===== src/rtl/grn_attractor_ctrl.sv =====
// Attractor search controller for a doubled Boolean network: the s1 copy takes two
// steps for every s0 step until the copies meet, then s1 steps alone to measure the cycle length.
module grn_attractor_ctrl #(
  parameter int unsigned NODES = 16,
  parameter int unsigned CNT_W = 32
) (
  input  logic             clk,
  input  logic             rst,
  input  logic             start,
  input  logic [NODES-1:0] seed,
  input  logic [NODES-1:0] s0_vec,
  input  logic [NODES-1:0] s1_vec,
  input  logic [CNT_W-1:0] max_steps,
  output logic             reset_nos,
  output logic [NODES-1:0] init_state,
  output logic             start_s0,
  output logic             start_s1,
  output logic             busy,
  output logic             done,
  output logic             timeout,
  output logic [CNT_W-1:0] meet_steps,
  output logic [CNT_W-1:0] period
);

  typedef enum logic [2:0] {
    IDLE, LOAD, RUN_A, RUN_B, CHECK, PER_RUN, PER_CHECK, FIN
  } state_t;

  localparam logic [CNT_W-1:0] CNT_MAX = '1;

  state_t           state;
  logic [CNT_W-1:0] limit;
  logic [CNT_W-1:0] meet_inc;
  logic [CNT_W-1:0] period_inc;
  logic             vec_eq;

  // Saturating counter increments
  always_comb begin
    meet_inc   = (meet_steps == CNT_MAX) ? meet_steps : meet_steps + CNT_W'(1);
    period_inc = (period == CNT_MAX) ? period : period + CNT_W'(1);
    vec_eq     = (s0_vec == s1_vec);
  end

  // Strobes are set one edge early so they are high exactly while the matching state is current
  always_ff @(posedge clk or posedge rst) begin
    if (rst) begin
      state      <= IDLE;
      limit      <= '0;
      reset_nos  <= 1'b0;
      start_s0   <= 1'b0;
      start_s1   <= 1'b0;
      busy       <= 1'b0;
      done       <= 1'b0;
      timeout    <= 1'b0;
      init_state <= '0;
      meet_steps <= '0;
      period     <= '0;
    end else begin
      reset_nos <= 1'b0;
      start_s0  <= 1'b0;
      start_s1  <= 1'b0;
      case (state)
        IDLE, FIN: begin
          if (start) begin
            init_state <= seed;
            limit      <= (max_steps == '0) ? CNT_W'(1) : max_steps;
            done       <= 1'b0;
            timeout    <= 1'b0;
            meet_steps <= '0;
            period     <= '0;
            busy       <= 1'b1;
            reset_nos  <= 1'b1;
            state      <= LOAD;
          end
        end
        LOAD: begin
          start_s0 <= 1'b1;
          start_s1 <= 1'b1;
          state    <= RUN_A;
        end
        RUN_A: begin
          start_s0 <= 1'b1;
          start_s1 <= 1'b1;
          state    <= RUN_B;
        end
        RUN_B: begin
          state <= CHECK;
        end
        CHECK: begin
          meet_steps <= meet_inc;
          if (vec_eq) begin
            start_s1 <= 1'b1;
            state    <= PER_RUN;
          end else if (meet_inc == limit) begin
            timeout <= 1'b1;
            done    <= 1'b1;
            busy    <= 1'b0;
            state   <= FIN;
          end else begin
            start_s0 <= 1'b1;
            start_s1 <= 1'b1;
            state    <= RUN_A;
          end
        end
        PER_RUN: begin
          period <= period_inc;
          state  <= PER_CHECK;
        end
        PER_CHECK: begin
          if (vec_eq) begin
            done  <= 1'b1;
            busy  <= 1'b0;
            state <= FIN;
          end else if (period == limit) begin
            timeout <= 1'b1;
            done    <= 1'b1;
            busy    <= 1'b0;
            state   <= FIN;
          end else begin
            start_s1 <= 1'b1;
            state    <= PER_RUN;
          end
        end
        default: begin
          busy  <= 1'b0;
          state <= IDLE;
        end
      endcase
    end
  end

endmodule


===== config.mk =====
export PLATFORM = sky130hd
export DESIGN_NAME = grn_attractor_ctrl
export DESIGN_NICKNAME = d
export VERILOG_FILES = /design/src/rtl/grn_attractor_ctrl.sv
export SDC_FILE = /design/constraint.sdc
export NUM_CORES = 1
export LEC_CHECK = 0
export CAP_MARGIN = 20
export CELL_PAD_IN_SITES_DETAIL_PLACEMENT = 1
export CELL_PAD_IN_SITES_GLOBAL_PLACEMENT = 1
export CORE_MARGIN = 10
export CORE_UTILIZATION = 41
export DETAILED_ROUTE_END_ITERATION = 6
export GPL_TIMING_DRIVEN = 0
export PLACE_DENSITY_LB_ADDON = 0.15
export SLEW_MARGIN = 20
export SYNTH_ARGS = -nofsm -noshare
export SYNTH_HDL_FRONTEND = slang
export SYNTH_SLANG_ARGS = --single-unit

===== constraint.sdc =====
create_clock -name clk -period 9.6 [get_ports clk]
set_input_delay 1.92 -clock clk [delete_from_list [all_inputs] [get_ports clk]]
set_output_delay 1.92 -clock clk [all_outputs]
set_load 0.05 [all_outputs]

======== Word level (Yosys, flattened, before mapping) ========
Cells that the tools add are included.
cells by class
  add/subtract/negate cells ............... 2
  equality and inequality tests ........... 19
  muxes and demuxes ....................... 35
  reduce and logical (&&, ||, !) cells .... 12
operators with widths
  operator                 number
  $mux W32                 4
  $pmux W32 S2             2
  $add A32 B1 Y32 const B  2
  $eq A32 B32 Y1           2
  $eq A32 B32 Y1 const B   2
  $logic_not A32 Y1        1
  $pmux W3 S7              1
  $mux W1                  18
  $eq A16 B16 Y1           1
  $eq A3 B3 Y1 const B     4
  $ne A2 B2 Y1 const B     6
  $pmux W1 S3              4
  $mux W3                  3
  $eq A3 B2 Y1 const B     2
  $reduce_and A6 Y1        1
  $reduce_and A5 Y1        1
  $mux W2                  2
  $reduce_and A2 Y1        2
  $reduce_bool A2 Y1       2
  $reduce_or A2 Y1         2
  $eq A3 B1 Y1 const B     1
  $logic_not A3 Y1         1
  $ne A3 B3 Y1 const B     1
  $reduce_and A3 Y1        1
  other kinds (2)          2
storage, ports and cells
  register bits ........................... 121
  input port bits ......................... 83
  word-level logic and storage cells ...... 79

======== Longest topological paths before layout ========
Gate-level depths: netlist (run 1).
  word-level depth ........................ 6
  gate-level depth with buffers ........... 12
  gate-level depth less buffers ........... 10

======== Worst setup path after synthesis (run 1) ========
OpenSTA, ideal clock, no wires.
  kind .................................... in2reg
  start point ............................. input start
  end point ............................... register period[27]
  library setup time ...................... 73 ps
  arrival ................................. 3413 ps
  required time ........................... 9527 ps
  setup slack ............................. 6115 ps
  stages .................................. 9
  buffers on the path ..................... 2
  path through ............................ o21ai_1 -> o21ai_1 -> and4_1 -> clkbuf_1 -> and3b_1 -> clkbuf_1 -> nand4_1 -> xor2_1 -> nor2_1
between the ends
  word-level cells in the longest chain between the ends .. 2
ends and longest elaborated chain
  element                             line  source
  start: declaration                  9     input logic start,
  $ne A2 B2 Y1 (no source line)       --
  $reduce_and A3 Y1 (no source line)  --
  end signal: assignment              106   period <= period_inc;
  end: declaration                    22    output logic [CNT_W-1:0] period
Every way passes these cells.
A chain may end at the register's enable or synchronous reset.

======== Final worst setup path (run 1) ========
  start point ............................. input start
  end point ............................... register period[29]
Same word-level chain as after synthesis.

==> impl_metrics.toml, run 1 <==
[status]
status = "complete, no violations"

[drt]
drt_wl_total_um = 30900
drc = 0
wire_per_inst_um = 22.9
firstDrtPassIters = 7
vias_per_cell = 5.86
vias = 7911
ant_nets = 0
detail_route.iter0.violations = 545

[power_and_ir_drop]
power_leakage_nw = 4.19
powerDensity_mw_per_mm2 = 236
finalPower_mw = 2.42
power.share.sequential_pct = 32.7
internal_power_mw = 1.35
pwr-share-comb_pct = 41.9
switching_share_pct = 44.4
switchingPower_mw = 1.07
power.share.clock_pct = 25.4
ir_drop_mv = 0.146

[grt]
grt_max_degree = 72
antenna_found_initial = 1
overflow = 0
grt_usage_pct = 25.2
grt_pass1_wl_um = 48000
grt_pass1_vias = 8232

[floorplan]
start_util_pct = 42.2
die_w_um = 157
core_area_mm2 = 0.0182
num_rows = 49
dieHeight_um = 157
io_pins = 169
dieArea_mm2 = 0.0246

[logic_synthesis]
synthArstFlopShare_pct = 100
yosysMostFrequentCell = "nand2_1"
ys.flop_type = "dfrtp_1"
yosysTopAreaCellShare_pct = 39.4
synth_warnings = 0
synth_area_leaders = "dfrtp_1 (39%), xnor2_1 (9.9%), nand2_1 (9.7%), o21ai_0 (4.4%), nand4_1 (3.3%)"
ys_ff_latch = 121
synth_edf_count = 0
synthDistinctLibCells = 68
synth_fp_nets = 1006
syn_area_per_cell_um2 = 8.33
seq_area_frac_synth_pct = 39.4
synth_top_cell_by_area = "dfrtp_1"
synth.top_cells.by_count = "nand2_1 (199), dfrtp_1 (121), xnor2_1 (87)"
syn_area_mm2 = 0.00768
synth_cells = 921

[sta]
skew_ns = 0.00924
period_minus_slack_ns = 4.28
timing.fmax_ghz = 0.233
relSlewSlack_pct = 30.7
setup_slack_ns = 5.32
worst_slew_pin_slew_ns = 1.03
setup_tns_ns = 0
hold_viol_final = 0
setup_viol = 0
rsz0062_at_grt = "false"
finalCritPeriodShare_pct = 44.6
maxSlewViolCount = 0

[clock_tree]
cts_tree = "done"
root_buffer = "clkbuf_16"
htreeDepth = 4
hold_buffers = 0
insertion_delay_ns = 0.43
cts_setup_buffers = 0
cts_sinks = 121
cts_resized = 0
cts.path.max_buffers = 2
numCtsBuffers = 17
clk_pin_slew_ns = 0.06

[worst_setup_path]
critPathMaxFanout = 7
crit_path_top_delay_cell = "clkdlybuf4s50_1"
slowest_delay_ns = 0.53
worst_setup_path_start_kind = "input pin"
cpLargestDelayFamily = "buffers and inverters"
crit_required_ns = 9.90
worstSetupEndpointType = "flip-flop"
path_class = "input pin to flip-flop"
crit_chain = "clkdlybuf4s50_1 > o21ai_1 > o21ai_1 > and4_1 > clkbuf_1 > and3b_1 > clkbuf_1 > nand4_1 > xor2_1 > nor2_1"
critPathBufInv = 3
crit_arrival_ns = 4.58

[place]
pre_cts_ws_ns = 4.95
postPlaceCellArea_mm2 = 0.00968
dp_hpwl_um = 23600
port_buffers = 168
place.gp.congestion = 0.981

[layout]
n_fill_cell = 2164
drive_gt1_share_pct = 6.69
regArea_mm2 = 0.00303
syn2layout_area_growth_pct = 33.3
fin_area_mm2 = 0.0102
layout.nets = 1194
final_core_util_pct = 56.2
multi_input_area_mm2 = 0.00434

[job]
maxCapViolCount = 0

[hold_path]
hold_path.class = "flip-flop to flip-flop"
## metrics by stage
stage | instances | hold WS (ns)
finish | 1351 | 0.475
global route | 1351 | 0.499
CTS | 1350 | 0.478
detailed placement | 1319 | 0.463
global placement | 1318 | 0.456
floorplan | 921 | 0.500
## final timing paths
| path | startpoint | to | slack [ns] | cells past startpoint |
|---|---|---|---|---|
| min reg2reg | init_state[8]$_DFFE_PP0P_ | init_state[8]$_DFFE_PP0P_ | 0.48 | 2 |
| max reg2reg | meet_steps[0]$_DFFE_PP0P_ | busy$_DFFE_PP0P_ | 5.63 | 10 |
| min in group asynchronous | rst | init_state[10]$_DFFE_PP0P_ | 1.92 | 2 |
| max in group asynchronous | rst | meet_steps[31]$_DFFE_PP0P_ | 7.00 | 3 |
| min | init_state[8]$_DFFE_PP0P_ | init_state[8]$_DFFE_PP0P_ | 0.48 | 2 |
| max | start | period[29]$_DFFE_PP0P_ | 5.32 | 10 |
## routing by layer
metal  track usage [%]  routed length (µm)  up-vias
met2              42.9               15400      275
met1              31.1               12800     3945
met5                 0                   0        -
li1                  -                   -     3635
met3              5.18                1970       56
met4              8.18                 738        0
## tightest hold or removal path: stages, from the launching register on
cell and delay, ns:
dfrtp_1 0.34, nand2_1 0.05, nand2_1 0.05
## sequential cells by signal (all words and copies together), names as in the netlist
name        count
init_state     16
done            1
start_s1        1
state           3
start_s0        1
period         32
timeout         1
reset_nos       1
busy            1
limit          32
meet_steps     32
## power by group through the flow
stage	Sequential (mW)	Clock, mW	Combinational [mW]
floorplan	0.896	0	0.511
global placement	0.783	0	0.977
detailed placement	0.791	0	1.00
global route	0.801	0.646	1.10
finish	0.791	0.613	1.01
CTS	0.785	0.618	1.01
## placed cells by master, fill, tap and decap left out, drive strengths merged, types with 3 or more instances in the layout
cell           count
and2               3
a22oi              4
or3                9
clkinv             4
inv               24
dfrtp            121
clkbuf            49
clkdlybuf4s50    168
clkinvlp           5
nand2            200
o211ai             4
xor2              22
a211oi             7
and4              14
nand3             35
nor4b              3
or4                5
buf               22
a31oi             15
nor4              20
and3              16
nand2b             9
xnor2             87
a21oi             27
a31o               3
o31ai             15
nor2b              6
o21ai             71
nor3              18
nor2              57
nand4             46
## area by class of cell
type,count,area share [%]
clock inverters,14,1.20
flip-flops and latches,121,29.6
diodes,1,0.0245
well taps,229,2.80
inverters,20,0.807
clock buffers,17,4.16
repair buffers,169,16.7
multi-input cells,727,42.4
plain buffers,53,2.32
## kinds of logic (layout without fill, tap and decap cells)
kind of cell | after synthesis | after routing | share of synthesized area (%)
AND/OR/NAND/NOR | 443 | 443 | 29.5
AO/OA/AOI/OAI | 171 | 171 | 13.9
flip-flops | 121 | 121 | 39.4
XOR/XNOR | 109 | 109 | 12.4
buffers and inverters | 73 | 273 | 4.07
adder cells (fa/ha/maj) | 2 | 2 | 0.326
multiplexers | 2 | 2 | 0.277
other | 0 | 1 | 0
Note: power is estimated with default switching activity, not from simulation.
==> run 2, diff against run 1 <==
--- a/config.mk
+++ b/config.mk
@@ -9,7 +9,7 @@
 export CELL_PAD_IN_SITES_DETAIL_PLACEMENT = 1
 export CELL_PAD_IN_SITES_GLOBAL_PLACEMENT = 1
 export CORE_MARGIN = 10
-export CORE_UTILIZATION = 41
+export CORE_UTILIZATION = 34
 export DETAILED_ROUTE_END_ITERATION = 6
 export GPL_TIMING_DRIVEN = 0
 export PLACE_DENSITY_LB_ADDON = 0.15
==> constraint.sdc (replaced) <==
create_clock -name clk -period 3.7 [get_ports clk]
set_input_delay 0.74 -clock clk [delete_from_list [all_inputs] [get_ports clk]]
set_output_delay 0.74 -clock clk [all_outputs]
set_load 0.05 [all_outputs]
==> impl_metrics.toml, run 2 (synthesis gave the netlist of run 1 again) <==
[status]
status = "complete, no violations"

[sta]
setup_viol = 0
period_minus_slack_ns = 3.51
hold_viol_final = 0
timing.fmax_ghz = 0.285
worst_slew_pin_slew_ns = 1.01
maxSlewViolCount = 0
relSlewSlack_pct = 32.7
finalCritPeriodShare_pct = 94.9
skew_ns = 0.00928
setup_slack_ns = 0.188

[drt]
detail_route.iter0.violations = 473
vias = 7833
firstDrtPassIters = 5
drc = 0
vias_per_cell = 5.54
wire_per_inst_um = 22.4
drt_wl_total_um = 31700
ant_nets = 0

[floorplan]
dieArea_mm2 = 0.0290
core_area_mm2 = 0.0220
io_pins = 169
die_w_um = 170
dieHeight_um = 170
start_util_pct = 34.9
num_rows = 54

[clock_tree]
numCtsBuffers = 17
cts.path.max_buffers = 2
clk_pin_slew_ns = 0.06
root_buffer = "clkbuf_16"
cts_tree = "done"
insertion_delay_ns = 0.43
htreeDepth = 4
cts_sinks = 121

[grt]
grt_usage_pct = 21.8
overflow = 0
grt_pass1_wl_um = 48700
antenna_found_initial = 0
grt_pass1_vias = 8058
grt_max_degree = 34

[place]
place_inst = 1372
pre_cts_ws_ns = -0.222
dp_hpwl_um = 24300
port_buffers = 168
place.gp.congestion = 0.953

[power_and_ir_drop]
powerDensity_mw_per_mm2 = 612
power_leakage_nw = 4.30
ir_drop_mv = 0.346

[layout]
drive_gt1_share_pct = 8.12
layout.nets = 1206
syn2layout_area_growth_pct = 36.3
layout_commonest_cell = "nand2_1"
layout_common_cells = "nand2_1 (199), clkdlybuf4s50_1 (168), dfrtp_1 (120)"
multi_input_area_mm2 = 0.00437
n_fill_cell = 2619
largestRegisters = "limit x32, meet_steps x32, period x32"
fin_cells = 1413
diodes = 0
regArea_mm2 = 0.00303

[hold_path]
hold_path.class = "flip-flop to flip-flop"

[worst_setup_path]
critPathMaxFanout = 8
crit_chain = "ha_2 > nand4_4 > or4_4 > buf_6 > a211oi_1 > nand3_1 > a2111oi_1 > and4_1 > nand4_2 > o31ai_2 > nor2_1"
path_class = "flip-flop to flip-flop"
cpLargestDelayFamily = "simple AND/OR/NAND/NOR gates"
slowest_delay_ns = 0.53
crit_required_ns = 4.00
crit_path_top_delay_cell = "or4_4"
worst_setup_path_start_kind = "flip-flop"
critPathBufInv = 1
crit_arrival_ns = 3.81
worstSetupEndpointType = "flip-flop"

[job]
maxCapViolCount = 0
==> run 2: power breakdown <==
part | total, mW | internal, mW | switching [mW]
sequential | 2.05 | 1.63 | 0.423
combinational | 2.64 | 0.948 | 1.70
clock | 1.70 | 1.01 | 0.690
==> run 2: path summary, 6_finish.rpt <==
path,startpoint,to,slack (ns),cells past startpoint
max in group asynchronous,rst,meet_steps[0]$_DFFE_PP0P_,2.30,3
worst min register to register,init_state[3]$_DFFE_PP0P_,init_state[3]$_DFFE_PP0P_,0.47,2
worst min-delay path,init_state[3]$_DFFE_PP0P_,init_state[3]$_DFFE_PP0P_,0.47,2
worst max-delay path,meet_steps[1]$_DFFE_PP0P_,busy$_DFFE_PP0P_,0.19,11
min in group asynchronous,rst,init_state[15]$_DFFE_PP0P_,0.77,2
worst max register to register,meet_steps[1]$_DFFE_PP0P_,busy$_DFFE_PP0P_,0.19,11
==> run 2: what timing repair did <==
action,in CTS,in global routing
hold buffers,0,0
pin swaps,0,3
buffers inserted,0,10
resized for setup,3,5
endpoints found under the setup margin,6,7
endpoints found under the hold margin,0,0
==> run 2: final cells by class <==
type / count / share of cell area, %
repair buffers: 181 / 17.4
clock buffers: 18 / 4.20
inverters: 20 / 0.753
multi-input cells: 727 / 41.7
plain buffers: 53 / 2.27
well taps: 280 / 3.35
clock inverters: 13 / 1.39
flip-flops and latches: 121 / 28.9
==> run 2: metrics by stage <==
stage               util, %  cell area [µm²]  hold WS (ns)  setup TNS (ns)  power, mW
CTS                    47.1            10400         0.478               0       6.42
global placement       44.1             9710         0.456          -0.898       4.62
detailed placement     44.4             9770         0.462          -0.887       4.68
global route           47.5            10500         0.501         -0.0193       6.76
floorplan                 -             7680         0.500               0       3.65
finish                 47.5            10500         0.472               0       6.40
==> run 2: worst register-to-register path: cells and delay by family, from the launching register on <==
family / cells / cell delay (ns)
flops: 1 / 0.51
fa+ha+maj: 1 / 0.37
buf+inv: 1 / 0.16
compound gates: 3 / 0.92
simple gates: 6 / 1.43
==> run 2: metal layers <==
metal / wire length, µm / global-route usage, %
met1: 13700 / 27.7
met5: 0 / 0
met2: 15400 / 36.7
met3: 1880 / 4.30
met4: 616 / 5.91
==> run 3, diff against run 2 <==
--- a/config.mk
+++ b/config.mk
@@ -9,7 +9,7 @@
 export CELL_PAD_IN_SITES_DETAIL_PLACEMENT = 1
 export CELL_PAD_IN_SITES_GLOBAL_PLACEMENT = 1
 export CORE_MARGIN = 10
-export CORE_UTILIZATION = 34
+export CORE_UTILIZATION = 38
 export DETAILED_ROUTE_END_ITERATION = 6
 export GPL_TIMING_DRIVEN = 0
 export PLACE_DENSITY_LB_ADDON = 0.15
==> constraint.sdc (replaced) <==
create_clock -name clk -period 3.83 [get_ports clk]
set_input_delay 0.766 -clock clk [delete_from_list [all_inputs] [get_ports clk]]
set_output_delay 0.766 -clock clk [all_outputs]
set_load 0.05 [all_outputs]
==> impl_metrics.toml, run 3 (synthesis gave the netlist of run 1 again) <==
[worst_setup_path]
critPathMaxFanout = 8
r2r-start = "meet_steps[0]$_DFFE_PP0P_"
crit_path_start = "meet_steps[0]$_DFFE_PP0P_"
crit_arrival_ns = 4.03
crit_required_ns = 4.14
reg2reg_to = "busy$_DFFE_PP0P_"
worst_setup_path_start_kind = "flip-flop"
path_class = "flip-flop to flip-flop"
worst-r2r-cell-count = 11
worstSetupEndpointType = "flip-flop"
rrSetupSlack_ns = 0.10

[power_and_ir_drop]
power_leakage_nw = 4.23
ir_drop_mv = 0.330
powerDensity_mw_per_mm2 = 589

[floorplan]
dieHeight_um = 162
dieArea_mm2 = 0.0263
die_w_um = 162
num_rows = 51
start_util_pct = 39.1
io_pins = 169
core_area_mm2 = 0.0197

[grt]
overflow = 0
grt_max_degree = 34
grt_usage_pct = 23.3
grt_pass1_wl_um = 48200
antenna_found_initial = 0
grt_pass1_vias = 8357

[hold_path]
hold_start = "init_state[11]$_DFFE_PP0P_"
hold_path.class = "flip-flop to flip-flop"
hold_path_end = "init_state[11]$_DFFE_PP0P_"
hold_depth = 2

[place]
place.gp.congestion = 0.952
dp_hpwl_um = 23600
postPlaceCellArea_mm2 = 0.00975
port_buffers = 168
place_inst = 1357

[sta]
setup_viol = 0
worst_slew_pin_slew_ns = 1.11
timing.fmax_ghz = 0.268
skew_ns = 0.00731
finalCritPeriodShare_pct = 97.3
maxSlewViolCount = 0
timing.hold.ws_ns = 0.470
relSlewSlack_pct = 25.5
rsz0062_at_grt = "false"
hold_viol_final = 0
period_minus_slack_ns = 3.73

[layout]
layout_common_cells = "nand2_1 (199), clkdlybuf4s50_1 (168), dfrtp_1 (121)"
n_fill_cell = 2371
fin_area_mm2 = 0.0103
syn2layout_area_growth_pct = 34.7
drive_gt1_share_pct = 7.03
layout.nets = 1196
layout_commonest_cell = "nand2_1"
fin_cells = 1389
diodes = 0
largestRegisters = "limit x32, meet_steps x32, period x32"

[clock_tree]
htreeDepth = 4
cts_setup_buffers = 0
clk_pin_slew_ns = 0.07
hold_buffers = 0
insertion_delay_ns = 0.43
cts.path.max_buffers = 2
cts_sinks = 121
root_buffer = "clkbuf_16"
numCtsBuffers = 17
cts_tree = "done"

[drt]
vias_per_cell = 5.68
detail_route.iter0.violations = 601
wire_per_inst_um = 21.8
drc = 0
ant_nets = 0
vias = 7888
firstDrtPassIters = 6
drt_wl_total_um = 30300

[status]
status = "complete, no violations"

[job]
maxCapViolCount = 0
run 3: cell count changes in the layout (fill, tap and decap cells not counted), sizes merged:
| cell | before | now |
|---|---|---|
| buf | 34 | 24 |
| bufinv | 2 | 1 |
| clkinv | 4 | 3 |
| inv | 23 | 26 |
run 3: worst max path at each step:
stage	to	slack (ns)	cells past startpoint
floorplan	busy$_DFFE_PP0P_	0.56	11
global placement	busy$_DFFE_PP0P_	-0.03	10
detailed placement	busy$_DFFE_PP0P_	-0.05	10
CTS	busy$_DFFE_PP0P_	0.14	11
global route	busy$_DFFE_PP0P_	0.04	11
finish	busy$_DFFE_PP0P_	0.10	11
run 3: what timing repair did:
action | 4_1_cts | 5_1_grt
gates cloned | 0 | 0
gates resized for setup | 1 | 2
setup endpoints to repair | 2 | 3
pin swaps | 0 | 0
run 3: where the power goes:
part	switching (mW)	leakage, nW	internal (mW)
Clock	0.681	0.271	0.909
Combinational	1.61	2.35	0.913
Sequential	0.405	1.60	1.57
run 3: critical path, stage by stage (launching register included):
cell and delay [ns]:
dfrtp_1 0.50, ha_1 0.42, nand4_4 0.21, or4_4 0.52, buf_6 0.16, a211oi_1 0.21
nand3_1 0.10, a2111oi_0 0.46, and4_1 0.39, nand4_2 0.17, o31ai_2 0.35, nor2_1 0.08
run 3: metrics by stage:
step | setup slack (ns) | total power [mW] | setup TNS (ns) | utilization, %
6_report | 0.105 | 6.09 | 0 | 52.6
5_1_grt | 0.0362 | 6.43 | 0 | 52.6
4_1_cts | 0.135 | 6.11 | 0 | 52.5
3_5_place_dp | -0.0478 | 4.50 | -0.0575 | 49.6
3_3_place_gp | -0.0300 | 4.42 | -0.0313 | 49.3
2_1_floorplan | 0.565 | 3.53 | 0 | -
run 3: routing by layer:
metal | track usage [%] | vias up | part of all wire (%)
met5 | 1.78 | - | 0
met4 | 7.03 | 0 | 2.4
met3 | 6.17 | 56 | 6.9
met2 | 40.4 | 247 | 50
met1 | 27.4 | 3940 | 40
li1 | - | 3645 | -
run 3: final cells by class:
| type | count | area (µm²) | area share [%] |
|---|---|---|---|
| tap | 265 | 332 | 3.21 |
| clock buffer | 18 | 429 | 4.15 |
| timing repair buffer | 171 | 1740 | 16.8 |
| inverter | 20 | 78.8 | 0.762 |
| multi-input combinational | 727 | 4350 | 42.1 |
| buffer | 53 | 238 | 2.30 |
| sequential | 121 | 3030 | 29.3 |
| clock inverter | 14 | 139 | 1.34 |
